[config.mk]
export PLATFORM = sky130hd
export DESIGN_NAME = disp_scan_sched
export DESIGN_NICKNAME = d
export VERILOG_FILES = /design/src/rtl/disp_scan_sched_pkg.sv /design/src/rtl/disp_scan_sched_bin2bcd.sv /design/src/rtl/disp_scan_sched.sv
export SDC_FILE = /design/constraint.sdc
export NUM_CORES = 1
export LEC_CHECK = 0
export ABC_AREA = 1
export CAP_MARGIN = 30
export CORE_ASPECT_RATIO = 1.75
export CORE_MARGIN = 3
export CORE_UTILIZATION = 29
export CTS_BUF_LIST = sky130_fd_sc_hd__clkbuf_4
export DETAILED_ROUTE_END_ITERATION = 16
export DONT_BUFFER_PORTS = 1
export GPL_TIMING_DRIVEN = 0
export SYNTH_ARGS = -nofsm -noshare
export SYNTH_HDL_FRONTEND = slang
export SYNTH_SLANG_ARGS = --single-unit
[constraint.sdc]
create_clock -name clk -period 1.75 [get_ports clk]
set_input_delay 0.35 -clock clk [delete_from_list [all_inputs] [get_ports clk]]
set_output_delay 0.35 -clock clk [all_outputs]
set_load 0.05 [all_outputs]
[src/rtl/disp_scan_sched_pkg.sv]
// Shared constants and types for the 3-digit display scan scheduler.
package disp_scan_sched_pkg;

  localparam logic [1:0] SLOT_UNITS    = 2'd0;
  localparam logic [1:0] SLOT_TENS     = 2'd1;
  localparam logic [1:0] SLOT_HUNDREDS = 2'd2;

  localparam logic [3:0] ITER_MAX = 4'd8;

  typedef enum logic {
    IDLE  = 1'b0,
    SHIFT = 1'b1
  } conv_state_t;

endpackage

[src/rtl/disp_scan_sched_bin2bcd.sv]
// Iterative double-dabble converter: 8-bit binary to 3 BCD digits, one bit per cycle.
module bin2bcd_iter
  import disp_scan_sched_pkg::*;
(
  input  logic        clk,
  input  logic        rst_n,
  input  logic        start,
  input  logic [7:0]  bin,
  output logic        done,
  output logic [3:0]  hund,
  output logic [3:0]  tens,
  output logic [3:0]  units,
  output conv_state_t state_dbg
);

  conv_state_t state_q, state_d;
  logic [19:0] sh_q;
  logic [19:0] adj;
  logic [3:0]  cnt_q;

  // Add-3 correction on each BCD nibble before the shift.
  always_comb begin
    adj = sh_q;
    if (sh_q[11:8]  >= 4'd5) adj[11:8]  = sh_q[11:8]  + 4'd3;
    if (sh_q[15:12] >= 4'd5) adj[15:12] = sh_q[15:12] + 4'd3;
    if (sh_q[19:16] >= 4'd5) adj[19:16] = sh_q[19:16] + 4'd3;
  end

  always_comb begin
    state_d = state_q;
    case (state_q)
      IDLE:    if (start) state_d = SHIFT;
      SHIFT:   if (cnt_q == ITER_MAX) state_d = IDLE;
      default: state_d = IDLE;
    endcase
  end

  always_ff @(posedge clk) begin
    if (!rst_n) begin
      state_q <= IDLE;
      sh_q    <= '0;
      cnt_q   <= '0;
    end else begin
      state_q <= state_d;
      if (state_q == IDLE && start) begin
        sh_q  <= {12'b0, bin};
        cnt_q <= '0;
      end else if (state_q == SHIFT && cnt_q != ITER_MAX) begin
        sh_q  <= {adj[18:0], 1'b0};
        cnt_q <= cnt_q + 4'd1;
      end
    end
  end

  // done is high on the cycle whose edge commits the finished digits.
  assign done      = (state_q == SHIFT) && (cnt_q == ITER_MAX);
  assign hund      = sh_q[19:16];
  assign tens      = sh_q[15:12];
  assign units     = sh_q[11:8];
  assign state_dbg = state_q;

endmodule

[src/rtl/disp_scan_sched.sv]
// 3-digit multiplexed 7-segment scheduler: binary intake, BCD buffer, scan, blanking, dimming.
module disp_scan_sched
  import disp_scan_sched_pkg::*;
#(
  parameter int SCAN_LOG2      = 14,
  parameter int DIG_ACTIVE_LOW = 1
) (
  input  logic       clk,
  input  logic       rst_n,
  input  logic [7:0] val_in,
  input  logic       val_valid,
  output logic       val_ready,
  input  logic [1:0] bright,
  input  logic       lz_en,
  output logic [2:0] dig_sel_n,
  output logic [3:0] bcd_out,
  output logic       busy
);

  localparam logic [2:0] ALL_OFF = (DIG_ACTIVE_LOW != 0) ? 3'b111 : 3'b000;

  conv_state_t conv_state;
  logic        conv_done;
  logic [3:0]  conv_h, conv_t, conv_u;
  logic [3:0]  buf_h, buf_t, buf_u;
  logic        accept;

  // Handshake: a value transfers on any clk edge where val_valid && val_ready;
  // val_ready is high only while the converter is idle, nothing is queued.
  assign val_ready = (conv_state == IDLE);
  assign busy      = (conv_state == SHIFT);
  assign accept    = val_valid && val_ready;

  bin2bcd_iter u_conv (
    .clk       (clk),
    .rst_n     (rst_n),
    .start     (accept),
    .bin       (val_in),
    .done      (conv_done),
    .hund      (conv_h),
    .tens      (conv_t),
    .units     (conv_u),
    .state_dbg (conv_state)
  );

  always_ff @(posedge clk) begin
    if (!rst_n) begin
      buf_h <= '0;
      buf_t <= '0;
      buf_u <= '0;
    end else if (conv_done) begin
      buf_h <= conv_h;
      buf_t <= conv_t;
      buf_u <= conv_u;
    end
  end

  logic [SCAN_LOG2-1:0] phase_q;
  logic [1:0]           slot_q;

  always_ff @(posedge clk) begin
    if (!rst_n) begin
      phase_q <= '0;
      slot_q  <= SLOT_UNITS;
    end else begin
      phase_q <= phase_q + 1'b1;
      if (&phase_q)
        slot_q <= (slot_q == SLOT_HUNDREDS) ? SLOT_UNITS : slot_q + 2'd1;
    end
  end

  logic [3:0] digit;
  logic       blank, dim, lit;
  logic [2:0] en;
  logic [2:0] sel_d;
  logic [3:0] bcd_d;

  always_comb begin
    digit = buf_u;
    blank = 1'b0;
    case (slot_q)
      SLOT_TENS: begin
        digit = buf_t;
        blank = lz_en && (buf_h == 4'd0) && (buf_t == 4'd0);
      end
      SLOT_HUNDREDS: begin
        digit = buf_h;
        blank = lz_en && (buf_h == 4'd0);
      end
      default: begin
        digit = buf_u;
        blank = 1'b0;
      end
    endcase
    // Top two phase bits form a quarter-slot index compared against brightness.
    dim   = phase_q[SCAN_LOG2-1 -: 2] > bright;
    lit   = !blank && !dim;
    en    = 3'b001 << slot_q;
    sel_d = ALL_OFF;
    bcd_d = 4'd0;
    if (lit) begin
      sel_d = (DIG_ACTIVE_LOW != 0) ? ~en : en;
      bcd_d = digit;
    end
  end

  always_ff @(posedge clk) begin
    if (!rst_n) begin
      dig_sel_n <= ALL_OFF;
      bcd_out   <= 4'd0;
    end else begin
      dig_sel_n <= sel_d;
      bcd_out   <= bcd_d;
    end
  end

endmodule
==> results.cfg <==
[run]
cap_violations = 0

[timing]
timing_hold_violations_final = 0
worst_pin_slew_ps = 481.8
fin_crit_sh_pct = 94.62
slew_headroom_pct = 67.83
fmax_ghz = 0.6039
setup_viol = 0
min_period_ps = 1656
setup_tns_ps = 0
rsz0062_at_grt = yes
fin_skew_ps = 13.11
maxSlewViolCount = 0

[power]
p_leak_nw = 1.308
power_density_mw_per_mm2 = 800.4
peakVddDrop_mv = 0.2628
fin_total_pwr_mw = 2.543

[clock_network]
cts_made_buffers = 9
cts_root_buffer = clkbuf_4
cts_sinks = 60
cts_max_level = 3
clock_latency_ps = 410
cts_tree = built
cts_hold_buf = 0
cts_buffer_depth = 2
clkSlewWorstSetupHoldPaths_ps = 90

[finish]
num-nets-final = 452
area_delta_synth_final_pct = 10.15
final_area_mm2 = 0.003177
layout-drive-gt1-share_pct = 6.808
final_core_util_pct = 33.14
fillCellCount = 1070

[min_path]
hold_start = val_in[0]
holdPathStages = 2
min_to = u_conv.sh_q[0]
hold_class = in2reg

[synthesis]
ys_seq_area_share_pct = 41.65
synth_cell_types = 27
syn_area_per_cell_um2 = 7.017
synthTopCellsByArea = dfxtp_1 42%, nand2_1 12%, inv_1 8.9%, a21oi_1 7.3%, ha_1 6.5%
synth_edf_count = 0
synth_flop_cell = dfxtp_1
syn_area_mm2 = 0.002884
async_flop_share_pct = 0
ys_seq_elements = 60
ys_top_cells_by_count = 95 x nand2_1, 68 x inv_1, 60 x dfxtp_1
yosysWarnings = 0
yosysTopAreaCell = dfxtp_1
synthCells = 411
syn-num-nets = 440
synth_top_area_share_pct = 41.65
synth.most_common_cell = nand2_1

[die]
die_w_um = 81.39
core_area_mm2 = 0.009585
rows = 47
start_util_pct = 30.09
die_y_um = 137.9
io_pins = 23
die-area_mm2 = 0.01122

[detailed_routing]
final_antenna_net_count = 0
drcViolationCount = 0
drt_iter0_drc = 86
vias_per_cell = 4.559
wl_per_cell_um = 10.91
drt_wl_total_um = 5992
via_count = 2503
drtPass1Iterations = 4

[global_route]
first_global_vias = 2341
track_usage_pct = 11.49
overflow = 0
grt_pass1_wl_um = 9867
antenna_found_initial = 1
grt_max_degree = 11

[outcome]
status = complete, no violations

[setup_path]
cp-start-kind = register
r2r_start = u_conv.state_dbg
crit_type = reg2reg
end_kind = register
path_max_fanout = 10
required_ps = 2070
reg2reg_to = u_conv.cnt_q[1]
rr_worst_depth = 5
timing.reg2reg.setup_slack_ps = 90
critPathArrivalTime_ps = 1970

[place]
port_buffers = 0
hpwl_um = 4640
placedInstanceArea_mm2 = 0.003042
routabilityCongestion = 0.8077
[stage by stage]
step,instances,hold slack (ps),worst slack (ps)
after CTS,547,88.17,11.14
after global placement,533,442.9,-92.43
after global routing,549,102.8,-2.119
after floorplan,411,429.7,125.3
final,549,117.4,94.21
after detailed placement,533,449.8,-108.1
[flip-flops by register name, summed over array words and instances, names as in the netlist, 2 cells and up]
| signal | count |
|---|---|
| phase_q | 14 |
| buf_h | 4 |
| buf_t | 4 |
| u_conv.cnt_q | 4 |
| dig_sel_n | 3 |
| buf_u | 4 |
| bcd_out | 4 |
| slot_q | 2 |
| u_conv.sh_q | 20 |
[how the worst max path moves through the flow]
stage / startpoint / end / slack (ps) / cells past startpoint
after floorplan: u_conv.state_dbg / u_conv.sh_q[12] / 130 / 6
after global placement: u_conv.state_dbg / u_conv.sh_q[8] / -90 / 5
after detailed placement: u_conv.state_dbg / u_conv.cnt_q[1] / -110 / 5
after CTS: u_conv.state_dbg / u_conv.cnt_q[1] / 10 / 5
after global routing: u_conv.state_dbg / u_conv.sh_q[8] / -2 / 5
final: u_conv.state_dbg / u_conv.cnt_q[1] / 90 / 5
[layer usage]
metal  part of all wire (%)  global-route usage (%)  vias to the layer above
li1                       -                       -                     1313
met1                     38                   10.84                     1142
met2                     54                   21.32                       33
met4                    2.6                   6.297                        0
met3                    4.5                   3.511                       15
met5                      0                       0                        -
[critical path: stages (launching register included)]
cell and delay (ps):
dfxtp_4 480, clkinvlp_4 340, nand2_2 200, nand2_2 140
buf_4 200, a211oi_1 210
[cell usage in the layout, fill, tap and decap left out, types with 2 or more instances in the layout]
master    netlist  layout
a211oi_1        2       2
nand2_1        95      94
clkbuf_1        3       3
nor2_4          2       2
nor3_1          2       2
nand2_2         1       2
xor2_1          2       2
clkinv_1        1       3
a21boi_0        7       7
o21ai_0        24      24
o22ai_1         4       4
nand3b_1        2       2
buf_6           2       2
dfxtp_1        60      59
ha_1           15      15
buf_2           5       4
nor2_1         45      45
inv_1          68      67
nand3_1        22      22
a21oi_1        42      42
clkbuf_4        0      10
buf_4           0       2
[power by group]
group	internal, mW	switching [mW]
combinational	0.0735	0.137
clock	0.425	0.464
sequential	1.40	0.0433
[timing repair]
item / CTS / global route
gates resized for setup: 1 / 3
pin swaps: 0 / 3
endpoints found under the setup margin: 25 / 21
buffers inserted: 0 / 1
[layout make-up]
| cell class | instances | area (um^2) | area share [%] |
|---|---|---|---|
| clock inverter | 4 | 42.54 | 1.339 |
| tap | 122 | 152.6 | 4.805 |
| multi-input combinational | 271 | 1364 | 42.93 |
| timing repair buffer | 1 | 7.507 | 0.2363 |
| clock buffer | 10 | 75.07 | 2.363 |
| inverter | 70 | 266.5 | 8.389 |
| buffer | 10 | 61.31 | 1.930 |
| antenna | 1 | 2.502 | 0.07877 |
| sequential | 60 | 1205 | 37.93 |
[kinds of logic after synthesis]
family          share of synthesized area, %
buf+inv                                11.15
flops                                  41.65
fa+ha+maj                              6.508
xor+xnor                              0.9112
simple gates                           24.69
compound gates                         15.10
Note: power is estimated with default switching activity, not from simulation.
==> patch 1 (config.mk and constraints unchanged) <==
Change the parameter `SCAN_LOG2` from 14 to 15.
--- a/src/rtl/disp_scan_sched.sv
+++ b/src/rtl/disp_scan_sched.sv
@@ -2,7 +2,7 @@
 module disp_scan_sched
   import disp_scan_sched_pkg::*;
 #(
-  parameter int SCAN_LOG2      = 14,
+  parameter int SCAN_LOG2      = 15,
   parameter int DIG_ACTIVE_LOW = 1
 ) (
   input  logic       clk,
Function: same outputs for any inputs over 10 cycles, from zero or initial values and one cycle with rst_n low; that may be too few to reach the edited logic, so the function may still have changed.
==> patch 1 against the unedited design <==
- area after synthesis increased by 0.22%
- routed wire length is 1.2% higher
- power decreased by 1.6%
- setup slack better by 0.063 ns
- design area shrank 0.47%
- clock skew down 0.0037 ns
- sequential cell count rose by 1
- critical path type unchanged
- critical endpoint is now u_conv.sh_q[18]$_SDFFE_PP0P_
- largest cell class unchanged
- highest routed layer unchanged
==> patch 1: results (changes against the unedited design) <==
| Metric | Value |
|---|---|
| Outcome | finished, final reports clean (unchanged) |
| Placed cell area | 0.00304 mm2 (about the same) |
| Leakage power summed over all cells | 1.27 nW (was 1.31 nW) |
| Drt wl/cell | 11.2 um (was 10.9 um) |
| Wire length of the first global-routing pass | 10400 um (was 9870 um) |
| Number of global-route vias before repair | 2377 (was 2341) |
| Distinct cells, synth | 28 (was 27) |
| Overall track demand over capacity in global routing | 0.119 (was 0.115) |
| Estimated wirelength of the detail-placed design | 4690 um (was 4640 um) |
| Place WS | -0.172 ns (was -0.108 ns) |
| Post-synth top cells | sky130_fd_sc_hd__nand2_1 (86), sky130_fd_sc_hd__dfxtp_1 (61), sky130_fd_sc_hd__inv_1 (58), sky130_fd_sc_hd__nor2_1 (48), sky130_fd_sc_hd__a21oi_1 (41) (was sky130_fd_sc_hd__nand2_1 (95), sky130_fd_sc_hd__inv_1 (68), sky130_fd_sc_hd__dfxtp_1 (60), sky130_fd_sc_hd__nor2_1 (45), sky130_fd_sc_hd__a21oi_1 (42)) |
| Cells after DPL | 525 (was 533) |
| Post-Synthesis Mean Instance Area | 7.17 um2 (was 7.02 um2) |
| Top post-synthesis cells by area | sky130_fd_sc_hd__dfxtp_1 (42%), sky130_fd_sc_hd__nand2_1 (11%), sky130_fd_sc_hd__inv_1 (7.5%), sky130_fd_sc_hd__a21oi_1 (7.1%), sky130_fd_sc_hd__ha_1 (6.5%) (was sky130_fd_sc_hd__dfxtp_1 (42%), sky130_fd_sc_hd__nand2_1 (12%), sky130_fd_sc_hd__inv_1 (8.9%), sky130_fd_sc_hd__a21oi_1 (7.3%), sky130_fd_sc_hd__ha_1 (6.5%)) |
| Fraction of layout instances using a drive strength above 1 | 0.0764 (was 0.0681) |
| Maximum ir drop on the vdd rail | 0.000230 V (was 0.000263 V) |
| Worst rel slew slack | 0.675 (was 0.678) |
| End point of the critical path | u_conv.sh_q[18]$_SDFFE_PP0P_ (was u_conv.cnt_q[1]$_SDFFE_PP0P_) |
| Worst-case register-to-register setup slack | 0.16 ns (was 0.09 ns) |
| Fillers | 1017 (was 1070) |
| Data arrival time of the critical path | 1.90 ns (was 1.97 ns) |
| Final-layout worst hold slack | 0.105 ns (was 0.117 ns) |
| Registers with the most flip-flops | u_conv.sh_q: 20 flops, phase_q: 15 flops (was u_conv.sh_q: 20 flops, phase_q: 14 flops) |
| Total nets after synthesis | 432 (was 440) |
| Vias per Instance | 4.57 (was 4.56) |
| Placer Congestion | 0.740 (was 0.808) |
| Register area share after synthesis | 0.423 (was 0.416) |
[patch 1: cell type report]
| cell class | count | area share |
|---|---|---|
| Multi-Input combinational cell | 271 | 0.440 |
| Sequential cell | 61 | 0.387 |
| Inverter | 60 | 0.0712 |
| Tap cell | 122 | 0.0483 |
| Clock buffer | 13 | 0.0309 |
| Buffer | 11 | 0.0178 |
| Clock inverter | 3 | 0.00396 |
| Antenna cell | 1 | 0.000791 |
[patch 1: power breakdown]
| group | internal, W | switching [W] |
|---|---|---|
| clock | 0.000346 | 0.000483 |
| sequential | 0.00142 | 0.0000412 |
| combinational | 0.0000707 | 0.000138 |
| total | 0.00184 | 0.000662 |
[patch 1: critical path, cell delays in order, from the launching register on]
cell and delay [ns]:
sky130_fd_sc_hd__dfxtp_4 0.42, sky130_fd_sc_hd__inv_2 0.29, sky130_fd_sc_hd__nand2_2 0.12, sky130_fd_sc_hd__nand2_1 0.23, sky130_fd_sc_hd__buf_2 0.28, sky130_fd_sc_hd__nor2_1 0.07
sky130_fd_sc_hd__nand2_1 0.06, sky130_fd_sc_hd__inv_1 0.03
[patch 1: cells by family after synthesis]
kind of cell | share of synthesized area
and+or+nand+nor | 0.258
AOI/OAI and AO/OA | 0.148
buffers and inverters | 0.0974
DFF | 0.423
adders and majority gates | 0.0649
xor gates and xnor gates | 0.00909
[patch 1: layer usage]
metal | wire length (um) | share of wire | vias up | track usage
li1 | - | - | 1309 | -
met1 | 2350 | 0.39 | 1120 | 0.116
met2 | 3340 | 0.55 | 39 | 0.217
met3 | 238 | 0.039 | 8 | 0.0313
met4 | 133 | 0.022 | 0 | 0.0659
met5 | 0 | 0 | - | 0
[patch 1: repair_timing]
action                                  CTS  global route
resized for setup                         1             2
endpoints found under the setup margin   25             4
endpoints found under the hold margin     0             0
==> patch 2 (same flow settings) <==
Made on the original files. Reset style: asynchronous (`rst_n`), changed in 4 clocked blocks.
--- a/src/rtl/disp_scan_sched_bin2bcd.sv
+++ b/src/rtl/disp_scan_sched_bin2bcd.sv
@@ -35,7 +35,7 @@
     endcase
   end
 
-  always_ff @(posedge clk) begin
+  always_ff @(posedge clk or negedge rst_n) begin
     if (!rst_n) begin
       state_q <= IDLE;
       sh_q    <= '0;
--- a/src/rtl/disp_scan_sched.sv
+++ b/src/rtl/disp_scan_sched.sv
@@ -43,7 +43,7 @@
     .state_dbg (conv_state)
   );
 
-  always_ff @(posedge clk) begin
+  always_ff @(posedge clk or negedge rst_n) begin
     if (!rst_n) begin
       buf_h <= '0;
       buf_t <= '0;
@@ -58,7 +58,7 @@
   logic [SCAN_LOG2-1:0] phase_q;
   logic [1:0]           slot_q;
 
-  always_ff @(posedge clk) begin
+  always_ff @(posedge clk or negedge rst_n) begin
     if (!rst_n) begin
       phase_q <= '0;
       slot_q  <= SLOT_UNITS;
@@ -104,7 +104,7 @@
     end
   end
 
-  always_ff @(posedge clk) begin
+  always_ff @(posedge clk or negedge rst_n) begin
     if (!rst_n) begin
       dig_sel_n <= ALL_OFF;
       bcd_out   <= 4'd0;
Function: differs if rst_n is asserted again (counterexample within 4 cycles, from zero or initial values and one cycle with rst_n low); with rst_n held inactive, the same outputs for 10 cycles.
==> patch 2 against the unedited design <==
- critical path depth grew 3
- die area grew 4.6%
- design area grew 6.1%
- setup slack gained 0.074 ns
- routed wire length shrank 6.3%
- maximum frequency grew 4.7%
- sequential cell count is the same
- worst hold slack lost 0.053 ns
- area after synthesis grew 4.9%
- final cell count shrank 11%
- clock skew grew 0.0039 ns
- critical path type unchanged
- critical endpoint is now bcd_out[3]$_DFF_PN0_
Power is not compared: it rests on default switching activity, and its combinational part moved more than twofold at a synthesized area within 25%.
==> patch 2: results (changes against the unedited design) <==
| Metric | Value |
|---|---|
| Number of flip-flops and latches | 60 (unchanged) |
| Non-clock buffer contribution to total cell area | 0.0263 (was 0.0217) |
| Final nets | 386 (was 452) |
| Critical path's largest stage delay | 0.42 ns (was 0.48 ns) |
| End point of the critical path | bcd_out[3]$_DFF_PN0_ (was u_conv.cnt_q[1]$_SDFFE_PP0P_) |
| Register area share after synthesis | 0.498 (was 0.416) |
| Cells after DPL | 468 (was 533) |
| Outcome | finished, final reports clean (unchanged) |
| Met2 routed WL | 2880 um (was 3260 um) |
| Combined area of the multi-input logic cells | 0.00133 mm2 (was 0.00136 mm2) |
| Met1 GRT Util | 0.117 (was 0.108) |
| Placer Congestion | 0.773 (was 0.808) |
| Detailed-route wire length on metal 1 | 2380 um (was 2300 um) |
| Post-layout instance count excluding filler cells | 486 (was 549) |
| Fraction of layout instances using a drive strength above 1 | 0.147 (was 0.0681) |
| Hold endpoint | u_conv.sh_q[0]$_DFFE_PN0P_ (was u_conv.sh_q[0]$_SDFFE_PN0P_) |
| Post-synth top cells | sky130_fd_sc_hd__nand2_1 (102), sky130_fd_sc_hd__dfrtp_1 (57), sky130_fd_sc_hd__inv_1 (34), sky130_fd_sc_hd__nand3_1 (22), sky130_fd_sc_hd__nor2_1 (22) (was sky130_fd_sc_hd__nand2_1 (95), sky130_fd_sc_hd__inv_1 (68), sky130_fd_sc_hd__dfxtp_1 (60), sky130_fd_sc_hd__nor2_1 (45), sky130_fd_sc_hd__a21oi_1 (42)) |
| Multi-In Gates | 240 (was 271) |
| Most common flop cell mapped by yosys | sky130_fd_sc_hd__dfrtp_1 (was sky130_fd_sc_hd__dfxtp_1) |
| P&R area growth vs syn | 11.5% (was 10.2%) |
| Distinct cells, synth | 24 (was 27) |
| Crit Path Max Fanout | 5 (was 10) |
| Number of non-clock buffers | 8 (was 11) |
| Family with the most delay on the worst path | simple AND/OR/NAND/NOR gates (was buffers and inverters) |
| Fillers | 1034 (was 1070) |
| Least-Margin Pin Slew | 0.458 ns (was 0.482 ns) |
[patch 2: cell count changes after synthesis, moves of 7 or more]
cell                       unedited run  this run
sky130_fd_sc_hd__dfxtp_1             60         0
sky130_fd_sc_hd__dfrtp_1              0        57
sky130_fd_sc_hd__a21oi_1             42         1
sky130_fd_sc_hd__inv_1               68        34
sky130_fd_sc_hd__nor2_1              45        22
sky130_fd_sc_hd__o21ai_1              1        16
sky130_fd_sc_hd__nand2_2              1        14
sky130_fd_sc_hd__nand3_2              0         8
sky130_fd_sc_hd__o21ai_0             24        16
sky130_fd_sc_hd__a21boi_0             7         0
sky130_fd_sc_hd__nand2_1             95       102
[patch 2: per-stage QoR]
step | utilization | TNS, ns | hold WS [ns] | setup WS (ns) | total power, W
global placement | 0.317 | -0.818 | 0.0571 | -0.0846 | 0.00405
floorplan | - | 0 | 0.0544 | 0.100 | 0.00372
detailed placement | 0.317 | -0.985 | 0.0570 | -0.102 | 0.00415
global route | 0.336 | 0 | 0.0403 | 0.0299 | 0.00570
finish | 0.336 | 0 | 0.0646 | 0.168 | 0.00519
CTS | 0.336 | 0 | 0.0357 | 0.0570 | 0.00528
[patch 2: logic make-up (layout without fill, tap and decap cells)]
family                   after synthesis  after routing  share of synthesized area
AO/OA/AOI/OAI                         33             33                     0.0546
XOR/XNOR                               9              9                     0.0261
adder cells (fa/ha/maj)               16             16                     0.0662
buffers and inverters                 43             61                     0.0629
flip-flops                            60             60                      0.498
multiplexers                           4              4                     0.0132
AND/OR/NAND/NOR                      178            178                      0.280
[patch 2: repair_timing]
action,4_1_cts,5_1_grt
setup endpoints to repair,18,11
endpoints found under the hold margin,60,0
pin swaps,0,0
resized for setup,1,3
hold buffers,2,0
